$ cat src/rtl/pattern_player.sv
// pattern_player: plays a latched list of 2-bit LED selects on four one-hot
// LEDs, each step lit for an on-time and followed by a dark gap, then pulses
// o_done so the game controller can switch to input capture.
// Optional feature macro: PATTERN_PLAYER_SPEEDUP_EN (halves the on-time for
// long patterns, i.e. effective level > MAX_LEN/2).
//
// Handshake: i_start is a one-cycle request that is accepted only while the
// FSM is IDLE (o_busy low, o_done low); o_done is a one-cycle completion
// pulse and a new i_start is accepted in the cycle right after it. i_abort
// overrides everything, including a simultaneous i_start.
module pattern_player #(
  parameter int MAX_LEN    = 16,
  parameter int ON_CYCLES  = 12_500_000,
  parameter int GAP_CYCLES = 6_250_000,
  parameter int LEVEL_W    = $clog2(MAX_LEN + 1)
) (
  input  logic                 i_clk,
  input  logic                 i_rst_n,
  input  logic                 i_start,
  input  logic                 i_abort,
  input  logic [LEVEL_W-1:0]   i_level,
  input  logic [2*MAX_LEN-1:0] i_pattern,
  output logic [3:0]           o_led,
  output logic [LEVEL_W-1:0]   o_step,
  output logic                 o_busy,
  output logic                 o_done,
  output logic [1:0]           o_state
);

  localparam int CNT_MAX = (ON_CYCLES > GAP_CYCLES) ? ON_CYCLES : GAP_CYCLES;
  localparam int CNT_W   = $clog2(CNT_MAX);
  localparam int IDX_W   = (MAX_LEN > 1) ? $clog2(MAX_LEN) : 1;

  localparam logic [CNT_W-1:0]   ON_LAST  = CNT_W'(ON_CYCLES - 1);
  localparam logic [CNT_W-1:0]   GAP_LAST = CNT_W'(GAP_CYCLES - 1);
  localparam logic [LEVEL_W-1:0] LVL_MAX  = LEVEL_W'(MAX_LEN);

  typedef enum logic [1:0] {
    S_IDLE = 2'd0,
    S_ON   = 2'd1,
    S_GAP  = 2'd2,
    S_DONE = 2'd3
  } state_t;

  state_t                      state_q, state_d;
  logic [CNT_W-1:0]            cnt_q, cnt_d;
  logic [LEVEL_W-1:0]          step_q, step_d;
  logic [LEVEL_W-1:0]          level_q, level_d;
  logic [MAX_LEN-1:0][1:0]     pattern_q, pattern_d;
  logic [3:0]                  led_q, led_d;
  logic                        busy_q, busy_d;
  logic                        done_q, done_d;
  logic [LEVEL_W-1:0]          eff_level;
  logic [CNT_W-1:0]            on_last;

  // Requested level clamped to the pattern storage depth.
  assign eff_level = (i_level > LVL_MAX) ? LVL_MAX : i_level;

`ifdef PATTERN_PLAYER_SPEEDUP_EN
  localparam logic [CNT_W-1:0]   ON_LAST_FAST = CNT_W'(ON_CYCLES / 2 - 1);
  localparam logic [LEVEL_W-1:0] LVL_HALF     = LEVEL_W'(MAX_LEN / 2);
  logic fast_q, fast_d;
  assign on_last = fast_q ? ON_LAST_FAST : ON_LAST;
`else
  assign on_last = ON_LAST;
`endif

  // Next-state, datapath and registered-output decode.
  always_comb begin
    state_d   = state_q;
    cnt_d     = cnt_q;
    step_d    = step_q;
    level_d   = level_q;
    pattern_d = pattern_q;
`ifdef PATTERN_PLAYER_SPEEDUP_EN
    fast_d    = fast_q;
`endif
    case (state_q)
      S_IDLE: begin
        step_d = '0;
        cnt_d  = '0;
        if (i_start) begin
          pattern_d = i_pattern;
          level_d   = eff_level;
`ifdef PATTERN_PLAYER_SPEEDUP_EN
          fast_d    = (eff_level > LVL_HALF);
`endif
          state_d   = (eff_level != '0) ? S_ON : S_DONE;
        end
      end
      S_ON: begin
        if (cnt_q == on_last) begin
          state_d = S_GAP;
          cnt_d   = '0;
        end else begin
          cnt_d = cnt_q + CNT_W'(1);
        end
      end
      S_GAP: begin
        if (cnt_q == GAP_LAST) begin
          cnt_d = '0;
          if (step_q + LEVEL_W'(1) == level_q) begin
            state_d = S_DONE;
          end else begin
            step_d  = step_q + LEVEL_W'(1);
            state_d = S_ON;
          end
        end else begin
          cnt_d = cnt_q + CNT_W'(1);
        end
      end
      S_DONE: begin
        state_d = S_IDLE;
        step_d  = '0;
        cnt_d   = '0;
      end
      default: begin
        state_d = S_IDLE;
        step_d  = '0;
        cnt_d   = '0;
      end
    endcase

    // Abort beats everything; the latched pattern and level are kept as-is.
    if (i_abort) begin
      state_d   = S_IDLE;
      step_d    = '0;
      cnt_d     = '0;
      pattern_d = pattern_q;
      level_d   = level_q;
`ifdef PATTERN_PLAYER_SPEEDUP_EN
      fast_d    = fast_q;
`endif
    end

    // Outputs are computed from next state so they come straight off flops.
    led_d  = (state_d == S_ON) ? (4'b0001 << pattern_d[step_d[IDX_W-1:0]]) : 4'b0000;
    busy_d = (state_d == S_ON) || (state_d == S_GAP);
    done_d = (state_d == S_DONE);
  end

  // State and output registers with synchronous active-low reset.
  always_ff @(posedge i_clk) begin
    if (!i_rst_n) begin
      state_q   <= S_IDLE;
      cnt_q     <= '0;
      step_q    <= '0;
      level_q   <= '0;
      pattern_q <= '0;
      led_q     <= '0;
      busy_q    <= 1'b0;
      done_q    <= 1'b0;
`ifdef PATTERN_PLAYER_SPEEDUP_EN
      fast_q    <= 1'b0;
`endif
    end else begin
      state_q   <= state_d;
      cnt_q     <= cnt_d;
      step_q    <= step_d;
      level_q   <= level_d;
      pattern_q <= pattern_d;
      led_q     <= led_d;
      busy_q    <= busy_d;
      done_q    <= done_d;
`ifdef PATTERN_PLAYER_SPEEDUP_EN
      fast_q    <= fast_d;
`endif
    end
  end

  assign o_led   = led_q;
  assign o_step  = step_q;
  assign o_busy  = busy_q;
  assign o_done  = done_q;
  assign o_state = state_q;

endmodule

$ cat config.mk
export PLATFORM = sky130hd
export DESIGN_NAME = pattern_player
export DESIGN_NICKNAME = d
export VERILOG_FILES = /design/src/rtl/pattern_player.sv
export SDC_FILE = /design/constraint.sdc
export NUM_CORES = 1
export LEC_CHECK = 0
export CAP_MARGIN = 40
export CORE_ASPECT_RATIO = 1.5
export CORE_UTILIZATION = 45
export DETAILED_ROUTE_END_ITERATION = 8
export PLACE_DENSITY_LB_ADDON = 0.15
export SYNTH_ARGS = -nofsm -noshare
export SYNTH_HDL_FRONTEND = slang
export SYNTH_SLANG_ARGS = --single-unit
$ cat constraint.sdc
create_clock -name i_clk -period 5 [get_ports i_clk]
set_input_delay 0.75 -clock i_clk [delete_from_list [all_inputs] [get_ports i_clk]]
set_output_delay 0.75 -clock i_clk [all_outputs]
set_load 0.1 [all_outputs]
## Yosys cells after proc, flatten, opt, wreduce, memory -nomap -nowiden

Index checks and enable logic that the tools add are counted.

- Eq/ne operators: 11
- Muxes and demuxes: 20
- Reductions and logical operators: 9
- $lt $le $gt $ge: 2
- Add/sub/neg operators: 2
- Bitwise logic cells: 2
- Shifts and indexed selects: 1

Operators with widths:

| kind | number |
|---|---|
| two-way mux 32 bit | 3 |
| one-hot mux 24 bit (3 select lines) | 1 |
| two-way mux 24 bit | 2 |
| adder 24 x 1 -> 24 bit (second input constant) | 1 |
| equality test 24 x 23 -> 1 bit (second input constant) | 1 |
| equality test 24 bit (second input constant) | 1 |
| two-way mux 5 bit | 3 |
| two-way mux 2 bit | 7 |
| one-hot mux 5 bit (2 select lines) | 1 |
| binary-select mux 2 bit (select 4 bit) | 1 |
| equality test 2 bit (second input constant) | 4 |
| one-hot mux 2 bit (4 select lines) | 1 |
| AND reduction 3 bit | 2 |
| adder 5 x 1 -> 5 bit (second input constant) | 1 |
| equality test 5 bit | 1 |
| greater-than comparator 5 bit (second input constant) | 1 |
| less-than comparator 4 x 5 -> 1 bit (second input constant) | 1 |
| nonzero test 5 bit | 1 |
| equality test 2 x 1 -> 1 bit (second input constant) | 2 |
| two-way mux 4 bit | 1 |
| != test 2 bit (second input constant) | 2 |
| OR reduction 2 bit | 2 |
| << shifter 1 x 2 -> 4 bit (first input constant) | 1 |
| zero test 2 bit | 1 |
| other kinds (4) | 5 |

- Output and inout port bits: 13
- Logic and storage cells: 71
- Bits of input ports: 41
- Flip-flop bits (word level): 74

## Longest topological paths before layout

- Word-level depth: 9
- Mapped depth: 15
- Gate-level depth less buffers: 14

## Worst setup path before layout

OpenSTA, ideal clock, no wires.

- Kind: flip-flop to flip-flop
- Start point: reg step_q[0] (netlist: o_step[0])
- End point: reg led_q[3] (netlist: o_led[3])
- Clock period less this slack: 3305 ps
- Buffers on the path: 1
- Library setup time: 88 ps
- Cell stages (with the launch flop): 12
- Slack: 1695 ps
- Data required time: 4912 ps
- Data arrival time: 3217 ps
- Cell sequence: dfxtp_1 ha_1 xnor2_1 o211a_1 o211ai_4 a31o_1 buf_6 nand2_4 mux2i_1 a311o_1 o211a_1 nor4_2

- Longest elaborated chain between the ends: 9
- Elaborated cells on any way between the ends: 15
- Those cells by class: add/sub (1); eq/ne (2); shift (1); mux (10); reduce/logical (1)

Ends and longest elaborated chain:

| what | line | RTL |
|---|---|---|
| start, declared | 47 | `logic [LEVEL_W-1:0] step_q, step_d;` |
| start signal, assigned | 159 | `step_q <= step_d;` |
| adder 5 x 1 -> 5 bit | 102, 105 |  |
| equality test 5 bit | 102 | `if (step_q + LEVEL_W'(1) == level_q) begin` |
| two-way mux 5 bit | 102 |  |
| two-way mux 5 bit | 100 | `if (cnt_q == GAP_LAST) begin` |
| one-hot mux 5 bit (2 select lines) | 78 | `case (state_q)` |
| two-way mux 4 bit | 125 | `if (i_abort) begin` |
| binary-select mux 2 bit (select 4 bit) | 137 | `led_d = (state_d == S_ON) ? (4'b0001 << pattern_d[step_d[IDX_W-1:0]]) : 4'b0000;` |
| two-way mux 2 bit (not written as such) | 137 |  |
| << shifter 1 x 2 -> 4 bit | 137 |  |
| end signal, assigned | 162 | `led_q <= led_d;` |
| end, declared | 50 | `logic [3:0] led_q, led_d;` |

Several ways; a longest one is shown, not always the timed one. The select of a mux whose other input is x is not followed.
A chain may end at the register's enable or synchronous reset.

## Worst setup path in the final report

- Start point: reg cnt_q[0]
- End point: reg led_q[2] (netlist: o_led[2])

- Longest elaborated chain between the ends: 7
- Elaborated cells on any way between the ends: 14
- Those cells by class: eq/ne (3); shift (1); mux (9); reduce/logical (1)

Ends and longest elaborated chain:

| what | line | RTL |
|---|---|---|
| start, declared | 46 | `logic [CNT_W-1:0] cnt_q, cnt_d;` |
| start signal, assigned | 158 | `cnt_q <= cnt_d;` |
| equality test 24 x 23 -> 1 bit | 100 |  |
| two-way mux 5 bit | 100 |  |
| one-hot mux 5 bit (2 select lines) | 78 |  |
| two-way mux 4 bit | 125 |  |
| binary-select mux 2 bit (select 4 bit) | 137 |  |
| two-way mux 2 bit (not written as such) | 137 |  |
| << shifter 1 x 2 -> 4 bit | 137 |  |

Several ways; a longest one is shown, not always the timed one. The select of a mux whose other input is x is not followed.

==> metrics.yaml <==
finalClockSkew_ns: 0.00634
status: "completed"
synth_seq_cells: 74
crit_type: "reg -> reg"
synth_cell_type_count: 65
dieArea_um2: 8780
numPortBuffers: 53
clockRootBuffer: "clkbuf_16"
p_leak_uw: 0.00178
hp-class: "reg -> reg"
period_share_pct: 68.9
hold_violations: 0
fin_crit_ns: 3.44
cts_tree: "yes"
h-tree-depth: 3
timing.max_cap.violations: 0
clk_pin_slew_ns: 0.05
synth.most_common_cell: "nand2_1"
drt.antenna.violating_nets: 0
fp-row-count: 40
diodes: 0
synthArstFlopShare_pct: 0
synthesis.area_um2: 3780
end_kind: "register"
fill_cells: 736
postCtsSetupBuffers: 0
gp_congestion: 0.973
insertion_delay_ns: 0.33
grt_pass1_wl_mm: 15.6
cts_hold_buf: 0
max_freq_mhz: 290
cts_sinks: 74
rsz0062_at_grt: "false"
vias: 3362
drtIter0Drc: 129
power_uw: 1390
crit_required_ns: 5.25
avgRoutedWirePerCell_um: 14.8
start_util_pct: 46.9
synthTopCellsByCount: "88 x nand2_1, 74 x dfxtp_1, 50 x nor2_1, 37 x a21boi_0, 16 x nand3_1"
power.density_nw_per_um2: 284
ios: 54
viasPerCell: 5.39
path_max_fanout: 11
yosys.area.top_type: "dfxtp_1"
clock_path_buffers: 2
die_w_um: 76.9
wl_mm: 9.22
ir_drop_uv: 170
drc: 0
cts_buffers: 9
arrival_ns: 3.69
crit_path_start_kind: "register"
postSynthCellCount: 455
maxSlewViolCount: 0
synthesis.nets: 500
design.core.area_um2: 8060
multi_input_area_um2: 2170
synth_edf_count: 0
antenna_found_initial: 0
synth.top_cell.area_share_pct: 39.2
place_hpwl_mm: 6.72
yosys_warnings: 0
area_growth_syn_to_layout_pct: 29.1
nets: 560
gr-total-overflow: 0
finalSetupViolCount: 0
layout-drive-gt1-share_pct: 9.83
regArea_um2: 1480
synth-main-ff-cell: "dfxtp_1"
ys_seq_area_share_pct: 39.2
dieHeight_um: 114
grt_max_degree: 45
synth_area_leaders: "dfxtp_1 39%, nand2_1 8.7%, a21boi_0 7.3%, nor2_1 5.0%, xor2_1 3.5%"
worst_pin_slew_ns: 0.867
setup_tns_ns: 0
drt_pass1_iterations: 4
ctsResizeCount: 0
grt_pass1_vias: 3265
grtUsageTotal_pct: 22.6
slew_headroom_pct: 41.9
synth.avg_cell_area_um2: 8.31
==> final cells by class <==
class / instances / share of cell area, %
Clock buffer: 13 / 5.53
Clock inverter: 2 / 0.717
Inverter: 7 / 0.538
Multi-Input combinational cell: 352 / 44.5
Sequential cell: 74 / 30.3
Tap cell: 105 / 2.69
Timing Repair Buffer: 71 / 15.7
==> final timing paths <==
path	from	end	slack, ns	cells after the start
setup / recovery	cnt_q[0]	o_led[2]	1.56	10
hold / removal	cnt_q[0]	cnt_q[0]	0.44	1
setup reg to reg	cnt_q[0]	o_led[2]	1.56	10
hold reg to reg	cnt_q[0]	cnt_q[0]	0.44	1
==> placed cells by master, fill, tap and decap left out, drive strengths merged, types with 2 or more instances in the layout <==
cell | synthesis | layout
o21ai | 16 | 16
nor3b | 3 | 3
clkdlybuf4s50 | 0 | 53
xnor2 | 14 | 14
inv | 7 | 7
o211a | 3 | 3
and4b | 2 | 2
nand2 | 89 | 89
nand2b | 4 | 4
o21a | 2 | 2
a21boi | 37 | 37
or3 | 2 | 2
a21oi | 6 | 6
and3 | 11 | 11
o22ai | 2 | 2
o311ai | 2 | 2
xor2 | 15 | 15
a31o | 4 | 4
nand3b | 4 | 4
nor2 | 50 | 50
dfxtp | 74 | 74
buf | 8 | 18
nor4 | 5 | 5
or4 | 2 | 2
o211ai | 3 | 3
a31oi | 5 | 5
mux2i | 5 | 5
nand3 | 18 | 18
nand4 | 3 | 3
a211oi | 4 | 4
nor3 | 7 | 7
ha | 4 | 4
and2 | 5 | 5
nor2b | 6 | 6
clkbuf | 14 | 13
==> registers in the layout, indices dropped and copies added, names as in the netlist <==
register   flops
o_step         5
o_done         1
level_q        5
cnt_q         24
o_state        2
o_led          4
pattern_q     32
o_busy         1
==> metrics by stage <==
stage / area (µm²) / instances / hold WS (ns) / worst slack [ns] / util (%)
2_1_floorplan: 3780 / 455 / 0.413 / 1.69 / -
3_3_place_gp: 4370 / 595 / 0.425 / 1.54 / 54.3
3_5_place_dp: 4580 / 609 / 0.440 / 1.46 / 56.8
5_1_grt: 4880 / 624 / 0.479 / 1.38 / 60.6
4_1_cts: 4880 / 624 / 0.450 / 1.56 / 60.6
6_report: 4880 / 624 / 0.443 / 1.56 / 60.6
==> power breakdown <==
group          total (µW)  internal [µW]  switching, µW
Clock                 652            423            229
Sequential            615            605           9.59
Combinational         122           60.9           61.3
==> per-layer routing <==
layer	track usage [%]	up-vias	wire [µm]
li1	-	1707	-
met1	25.1	1561	3810
met2	40.4	71	4850
met3	4.22	23	270
met4	12.3	0	287
met5	0	-	0
==> worst max-delay path, stage by stage, from the launching register on <==
cell	delay (ns)
dfxtp_1	0.35
ha_1	0.19
and3_1	0.26
nand3_1	0.17
nor2_1	0.54
a31oi_1	0.48
or4_1	0.60
a31o_2	0.21
o22ai_1	0.23
o221ai_1	0.17
nor3_1	0.17
==> logic make-up after synthesis <==
family	synth area share, %
AO/OA/AOI/OAI	19.7
XOR/XNOR	6.91
adder cells (fa/ha/maj)	1.32
buffers and inverters	3.64
flip-flops	39.2
multiplexers	1.62
AND/OR/NAND/NOR	27.6
(Power assumes the default switching activity.)
